### src/rtl/debug_pkg.sv
// ============================================================================
// debug_pkg: command codes, ACK byte, FSM encoding and sizing helper. Rev 1.0
// ============================================================================
`default_nettype none

package debug_pkg;

  localparam logic [7:0] CMD_PROGRAM = 8'h01;
  localparam logic [7:0] CMD_RUN     = 8'h02;
  localparam logic [7:0] CMD_STEP    = 8'h03;
  localparam logic [7:0] CMD_DUMP    = 8'h04;
  localparam logic [7:0] ACK_BYTE    = 8'hA5;

  // Encoding is visible on state_out; IDLE must stay at zero.
  typedef enum logic [3:0] {
    ST_IDLE         = 4'd0,
    ST_PRG_LEN      = 4'd1,
    ST_PRG_DATA     = 4'd2,
    ST_PRG_ACK      = 4'd3,
    ST_PRG_ACK_WAIT = 4'd4,
    ST_RUN          = 4'd5,
    ST_STEP         = 4'd6,
    ST_DUMP_LOAD    = 4'd7,
    ST_DUMP_SEND    = 4'd8,
    ST_DUMP_WAIT    = 4'd9
  } state_e;

  function automatic int bytes_per_word(input int word_w, input int byte_w);
    return word_w / byte_w;
  endfunction

endpackage

`default_nettype wire

### src/rtl/debug_controller_byte_serializer.sv
// ============================================================================
// byte_serializer: shadow-latches a wide word and presents it LSB byte first. Rev 1.0
// ============================================================================
`default_nettype none

module byte_serializer #(
  parameter int WIDTH  = 128,
  parameter int BYTE_W = 8
) (
  input  logic              clk,
  input  logic              reset,
  input  logic              load_i,
  input  logic [WIDTH-1:0]  data_i,
  input  logic              shift_i,
  output logic [BYTE_W-1:0] byte_o,
  output logic              last_o
);

  localparam int NUM_BYTES = WIDTH / BYTE_W;
  localparam int CNT_W     = (NUM_BYTES > 1) ? $clog2(NUM_BYTES) : 1;

  logic [WIDTH-1:0] shadow_q, shadow_d;
  logic [CNT_W-1:0] cnt_q, cnt_d;

  always_comb begin
    shadow_d = shadow_q;
    cnt_d    = cnt_q;
    if (load_i) begin
      shadow_d = data_i;
      cnt_d    = '0;
    end else if (shift_i) begin
      shadow_d = shadow_q >> BYTE_W;
      cnt_d    = cnt_q + 1'b1;
    end
  end

  always_ff @(posedge clk or negedge reset) begin
    if (!reset) begin
      shadow_q <= '0;
      cnt_q    <= '0;
    end else begin
      shadow_q <= shadow_d;
      cnt_q    <= cnt_d;
    end
  end

  assign byte_o = shadow_q[BYTE_W-1:0];
  assign last_o = (cnt_q == CNT_W'(NUM_BYTES - 1));

endmodule

`default_nettype wire

### src/rtl/debug_controller.sv
// ============================================================================
// debug_controller: UART command decoder for MIPS program load, run/step and dump. Rev 1.0
// ============================================================================
`default_nettype none

module debug_controller
  import debug_pkg::*;
#(
  parameter int NBIT_DATA_LEN = 8,
  parameter int len_data      = 32,
  parameter int INST_ADDR_W   = 8,
  parameter int NUM_DBG_WORDS = 4
) (
  input  logic                              clk,
  input  logic                              reset,
  input  logic                              rx_done_tick,
  input  logic [NBIT_DATA_LEN-1:0]          rx_data_in,
  input  logic                              tx_done_tick,
  output logic                              tx_start,
  output logic [NBIT_DATA_LEN-1:0]          data_out,
  input  logic                              halt,
  input  logic [NUM_DBG_WORDS*len_data-1:0] dbg_bus,
  output logic [INST_ADDR_W-1:0]            addr_mem_inst,
  output logic [len_data-1:0]               ins_to_mem,
  output logic                              wr_ram_inst,
  output logic                              ctrl_clk_mips,
  output logic                              reset_mips,
  output logic [3:0]                        state_out
);

  localparam int BYTES_PER_WORD = bytes_per_word(len_data, NBIT_DATA_LEN);
  localparam int BCNT_W         = (BYTES_PER_WORD > 1) ? $clog2(BYTES_PER_WORD) : 1;

  state_e                   state_q, state_d;
  logic [NBIT_DATA_LEN-1:0] words_left_q, words_left_d;
  logic [BCNT_W-1:0]        byte_cnt_q, byte_cnt_d;
  logic [len_data-1:0]      word_q, word_d;
  logic [INST_ADDR_W-1:0]   addr_q, addr_d;
  logic                     wr_q, wr_d;
  logic                     tx_start_q, tx_start_d;
  logic [NBIT_DATA_LEN-1:0] data_out_q, data_out_d;
  logic                     ctrl_q, ctrl_d;
  logic                     rstm_q, rstm_d;

  logic                     ser_load;
  logic                     ser_shift;
  logic                     ser_last;
  logic [NBIT_DATA_LEN-1:0] ser_byte;

  function automatic logic is_code(input logic [NBIT_DATA_LEN-1:0] b, input logic [7:0] code);
    return b == NBIT_DATA_LEN'(code);
  endfunction

  always_comb begin
    state_d      = state_q;
    words_left_d = words_left_q;
    byte_cnt_d   = byte_cnt_q;
    word_d       = word_q;
    addr_d       = addr_q;
    wr_d         = 1'b0;
    tx_start_d   = 1'b0;
    data_out_d   = data_out_q;
    ctrl_d       = ctrl_q;
    rstm_d       = 1'b0;
    ser_load     = 1'b0;
    ser_shift    = 1'b0;

    // Address advances on the cycle the write strobe is visible.
    if (wr_q) begin
      addr_d = addr_q + 1'b1;
    end

    case (state_q)
      ST_IDLE: begin
        if (rx_done_tick) begin
          if (is_code(rx_data_in, CMD_PROGRAM)) begin
            state_d = ST_PRG_LEN;
            rstm_d  = 1'b1;
            addr_d  = '0;
          end else if (is_code(rx_data_in, CMD_RUN)) begin
            state_d = halt ? ST_DUMP_LOAD : ST_RUN;
            ctrl_d  = ~halt;
          end else if (is_code(rx_data_in, CMD_STEP)) begin
            state_d = halt ? ST_DUMP_LOAD : ST_STEP;
            ctrl_d  = ~halt;
          end else if (is_code(rx_data_in, CMD_DUMP)) begin
            state_d = ST_DUMP_LOAD;
          end
        end
      end

      ST_PRG_LEN: begin
        if (rx_done_tick) begin
          words_left_d = rx_data_in;
          byte_cnt_d   = '0;
          state_d      = (rx_data_in == '0) ? ST_PRG_ACK : ST_PRG_DATA;
        end
      end

      ST_PRG_DATA: begin
        if (rx_done_tick) begin
          // Shift in at the top so the first byte ends up least significant.
          word_d = (word_q >> NBIT_DATA_LEN)
                 | (len_data'(rx_data_in) << (len_data - NBIT_DATA_LEN));
          if (byte_cnt_q == BCNT_W'(BYTES_PER_WORD - 1)) begin
            byte_cnt_d   = '0;
            wr_d         = 1'b1;
            words_left_d = words_left_q - 1'b1;
            if (words_left_q == NBIT_DATA_LEN'(1)) begin
              state_d = ST_PRG_ACK;
            end
          end else begin
            byte_cnt_d = byte_cnt_q + 1'b1;
          end
        end
      end

      ST_PRG_ACK: begin
        tx_start_d = 1'b1;
        data_out_d = NBIT_DATA_LEN'(ACK_BYTE);
        state_d    = ST_PRG_ACK_WAIT;
      end

      ST_PRG_ACK_WAIT: begin
        if (tx_done_tick) begin
          state_d = ST_IDLE;
        end
      end

      ST_RUN: begin
        if (halt) begin
          ctrl_d  = 1'b0;
          state_d = ST_DUMP_LOAD;
        end
      end

      ST_STEP: begin
        ctrl_d  = 1'b0;
        state_d = ST_DUMP_LOAD;
      end

      ST_DUMP_LOAD: begin
        ser_load = 1'b1;
        state_d  = ST_DUMP_SEND;
      end

      ST_DUMP_SEND: begin
        tx_start_d = 1'b1;
        data_out_d = ser_byte;
        state_d    = ST_DUMP_WAIT;
      end

      ST_DUMP_WAIT: begin
        if (tx_done_tick) begin
          if (ser_last) begin
            state_d = ST_IDLE;
          end else begin
            ser_shift = 1'b1;
            state_d   = ST_DUMP_SEND;
          end
        end
      end

      default: begin
        state_d = ST_IDLE;
      end
    endcase
  end

  always_ff @(posedge clk or negedge reset) begin
    if (!reset) begin
      state_q      <= ST_IDLE;
      words_left_q <= '0;
      byte_cnt_q   <= '0;
      word_q       <= '0;
      addr_q       <= '0;
      wr_q         <= 1'b0;
      tx_start_q   <= 1'b0;
      data_out_q   <= '0;
      ctrl_q       <= 1'b0;
      rstm_q       <= 1'b0;
    end else begin
      state_q      <= state_d;
      words_left_q <= words_left_d;
      byte_cnt_q   <= byte_cnt_d;
      word_q       <= word_d;
      addr_q       <= addr_d;
      wr_q         <= wr_d;
      tx_start_q   <= tx_start_d;
      data_out_q   <= data_out_d;
      ctrl_q       <= ctrl_d;
      rstm_q       <= rstm_d;
    end
  end

  byte_serializer #(
    .WIDTH  (NUM_DBG_WORDS * len_data),
    .BYTE_W (NBIT_DATA_LEN)
  ) u_dump_ser (
    .clk     (clk),
    .reset   (reset),
    .load_i  (ser_load),
    .data_i  (dbg_bus),
    .shift_i (ser_shift),
    .byte_o  (ser_byte),
    .last_o  (ser_last)
  );

  assign tx_start      = tx_start_q;
  assign data_out      = data_out_q;
  assign addr_mem_inst = addr_q;
  assign ins_to_mem    = word_q;
  assign wr_ram_inst   = wr_q;
  assign ctrl_clk_mips = ctrl_q;
  assign reset_mips    = rstm_q;
  assign state_out     = state_q;

endmodule

`default_nettype wire

### config.mk
export PLATFORM = sky130hd
export DESIGN_NAME = debug_controller
export DESIGN_NICKNAME = d
export VERILOG_FILES = /design/src/rtl/debug_pkg.sv /design/src/rtl/debug_controller_byte_serializer.sv /design/src/rtl/debug_controller.sv
export SDC_FILE = /design/constraint.sdc
export NUM_CORES = 1
export LEC_CHECK = 0
export ABC_AREA = 1
export CORE_ASPECT_RATIO = 0.8
export CORE_MARGIN = 2
export CORE_UTILIZATION = 35
export CTS_CLUSTER_SIZE = 16
export DETAILED_ROUTE_END_ITERATION = 10
export HOLD_SLACK_MARGIN = 0.08
export SYNTH_ARGS = -nofsm -noshare
export SYNTH_HDL_FRONTEND = slang
export SYNTH_SLANG_ARGS = --single-unit
### constraint.sdc
create_clock -name clk -period 1.6 [get_ports clk]
set_input_delay 0.16 -clock clk [delete_from_list [all_inputs] [get_ports clk]]
set_output_delay 0.16 -clock clk [all_outputs]
set_load 0.02 [all_outputs]
==> run summary <==
status - finished, violations left
failing checks - setup timing
setup ws final - -0.0169 ns
Starting Density - 35.8%
DP Worst Slack - -0.148 ns
gr ovfl total - 0
Final Util - 54.8%
pin count of the biggest net entering global routing - 59
Global Route Usage Sum - 18.2%
Final Setup Violations - 21
peak fanout along the critical path - 14
critical path arrival - 1.96 ns
Port Buf Inserts - 196
clock skew - 0.0150 ns
Worst VDD drop - 735 uV
IO Count - 197
Yosys top cell area share - 56.6%
routed len/inst - 16.5 um
syn_nets - 1,072
DRT iter0 DRCs - 429
Leakage - 6.16 nW
# diodes - 0
Main synth FF type - dfrtp_1
First-pass DRT Iterations - 4
Final Cycle Share - 101%
worst slew pin tran - 0.385 ns
number of synthesized flops with an enable pin - 0
top cells by count, synth - nand2_1, dfrtp_1, inv_1
initial antenna violation count - 0
Post-synth ARST share - 100%
largest cells by area after synthesis - dfrtp_1, o221ai_1, nand2_1
layout cells sized above 1 - 22.2%
cell chain of the critical path - buf_6, nor2_4, nand2_4, nor2_8, clkinv_4, buf_12, buf_12, o221ai_2
Vias/cell - 4.87
footprint of the multi-input gates - 3550 um2
first-pass GRT wire length - 39,000 um
clock-pin transition on the worst setup and hold timing paths - 0.08 ns
Die H - 145 um
final net count - 1,342
Hold Slack - 0.218 ns
Yosys cell types - 42
gpl congestion - 0.867
Max Cap Viol - 0
Design Power - 23.3 mW
Slew headroom - 74.4%
min-delay worst type - input pin to asynchronous set/reset pin
min Tclk post-route - 1.62 ns
vias in the first global route - 7,451
Residual DRC - 0
Max Fclk - 618 MHz
register area share after synthesis - 56.6%
total power density per cell area - 1740 nW/um2
CP endpoint kind - register
clk sink count - 198
Critical Path RT - 1.94 ns
CP peak stage delay - 0.42 ns
H-Tree Depth - 4
register area - 4960 um2
cell taking the most area after synthesis - dfrtp_1
Via Count - 7,433
post-synthesis register bit count - 198
critical path's slowest cell - dfrtp_1
Crit Path Class - register to register
post-route ant nets - 0
post-synthesis instance total - 926
Clock Path Buffers - 2
most numerous cell in the Yosys netlist - nand2_1
Layout fillers - 2,154
CTS root buf - clkbuf_16
Num CTS Buffers - 17
Die Width - 181 um
Cell Rows - 51
Syn Area/Cell - 9.45 um2
area grow syn2layout - 53.0%
Hold Fails Final Rpt - 0
Worst-Skew Late Latency - 0.44 ns
CTS tree - built
RSZ-0062 raised after global routing - yes
total wire length - 25,100 um
CORE AREA - 24,400 um2
area of the mapped netlist - 8750 um2
post-DP HPWL - 16,900 um
Top cell by count, worst path - buf_12
Startpoint Class - register
Die Footprint - 26,300 um2
Max Slew Vio Count - 0
number of warnings issued by yosys - 0
sequential cells by signal (all words and copies together) (netlist names):
register	cells
u_dump_ser.shadow_q	128
ins_to_mem	32
addr_mem_inst	8
data_out	8
words_left_q	8
state_out	4
u_dump_ser.cnt_q	4
byte_cnt_q	2
ctrl_clk_mips	1
reset_mips	1
tx_start	1
wr_ram_inst	1
kinds of logic (layout without fill, tap and decap cells):
| logic type | after synthesis | after routing | share of synthesized area (%) |
|---|---|---|---|
| fa+ha+maj | 5 | 5 | 0.715 |
| mux | 6 | 6 | 0.772 |
| buf+inv | 215 | 498 | 10.5 |
| xor+xnor | 5 | 5 | 0.501 |
| simple gates | 287 | 287 | 13.5 |
| flops | 198 | 198 | 56.6 |
| compound gates | 210 | 210 | 17.5 |
what timing repair did:
item,CTS,global route
gates cloned,1,10
setup buffers,2,7
resized for setup,63,162
hold endpoints to repair,198,0
endpoints found under the setup margin,159,187
hold buffers,1,0
pin swaps,2,7
worst max-delay path: cells and delay by family, from the launching register on:
| kind | cells | cell delay [ns] |
|---|---|---|
| AOI/OAI and AO/OA | 1 | 0.15 |
| DFF | 1 | 0.42 |
| buffers and inverters | 4 | 0.57 |
| and+or+nand+nor | 3 | 0.35 |
metrics by stage:
| stage | TNS (ns) | instance area [um2] | cells |
|---|---|---|---|
| 4_1_cts | -0.171 | 12500 | 1510 |
| 3_3_place_gp | -3.19 | 11700 | 1474 |
| 2_1_floorplan | 0 | 8750 | 926 |
| 6_report | -0.131 | 13400 | 1527 |
| 5_1_grt | -5.91 | 13400 | 1527 |
| 3_5_place_dp | -6.03 | 11700 | 1474 |
per-layer routing:
layer	GRT usage, %	vias up	wire (um)
met1	27.9	3584	12100
met5	0	-	0
met3	3.93	11	1150
li1	-	3669	-
met2	27.1	169	11700
met4	2.54	0	118
layout make-up:
type / count / area share [%]
Clock buffer: 18 / 3.21
Timing Repair inverter: 1 / 0.0654
Timing Repair Buffer: 299 / 24.1
Clock inverter: 14 / 1.34
Multi-Input combinational cell: 513 / 26.5
Tap cell: 318 / 2.97
Inverter: 166 / 4.80
Sequential cell: 198 / 37.0
where the power goes:
part | internal [mW] | switching (mW)
registers | 7.34 | 0.996
clock network | 2.26 | 2.14
logic | 4.81 | 5.79
layout by cell type (no fill, tap or decap), types with 5 or more instances in the layout:
master / Yosys / final
buf_6: 7 / 13
inv_6: 0 / 5
nand2_4: 1 / 6
o21ai_0: 45 / 26
dlygate4sd2_1: 0 / 30
inv_1: 161 / 156
o211ai_1: 10 / 10
buf_4: 11 / 61
clkdlybuf4s50_1: 0 / 145
nand2_1: 199 / 186
inv_2: 5 / 6
nor2_2: 1 / 5
o221ai_1: 105 / 30
nand2_2: 2 / 10
nor2_1: 48 / 40
a21oi_1: 27 / 25
nand3_1: 20 / 18
clkinv_4: 0 / 5
buf_12: 0 / 14
o221ai_2: 0 / 74
nor2_4: 1 / 5
o21ai_1: 2 / 20
o22ai_1: 8 / 5
dfrtp_1: 198 / 196
dlymetal6s2s_1: 0 / 20
clkbuf_16: 0 / 24
worst paths after layout:
check / cells after the start / slack, ns / from / endpoint
min reg2reg: 2 / 0.49 / ins_to_mem[6] / ins_to_mem[6]
max reg2reg: 8 / -0.02 / state_out[2] / u_dump_ser.shadow_q[94]
min: 2 / 0.22 / reset / ins_to_mem[31]
min in group clk: 3 / 0.27 / dbg_bus[123] / u_dump_ser.shadow_q[123]
max in group asynchronous: 3 / 0.74 / reset / u_dump_ser.shadow_q[46]
max: 8 / -0.02 / state_out[2] / u_dump_ser.shadow_q[94]
(Power assumes the default switching activity.)
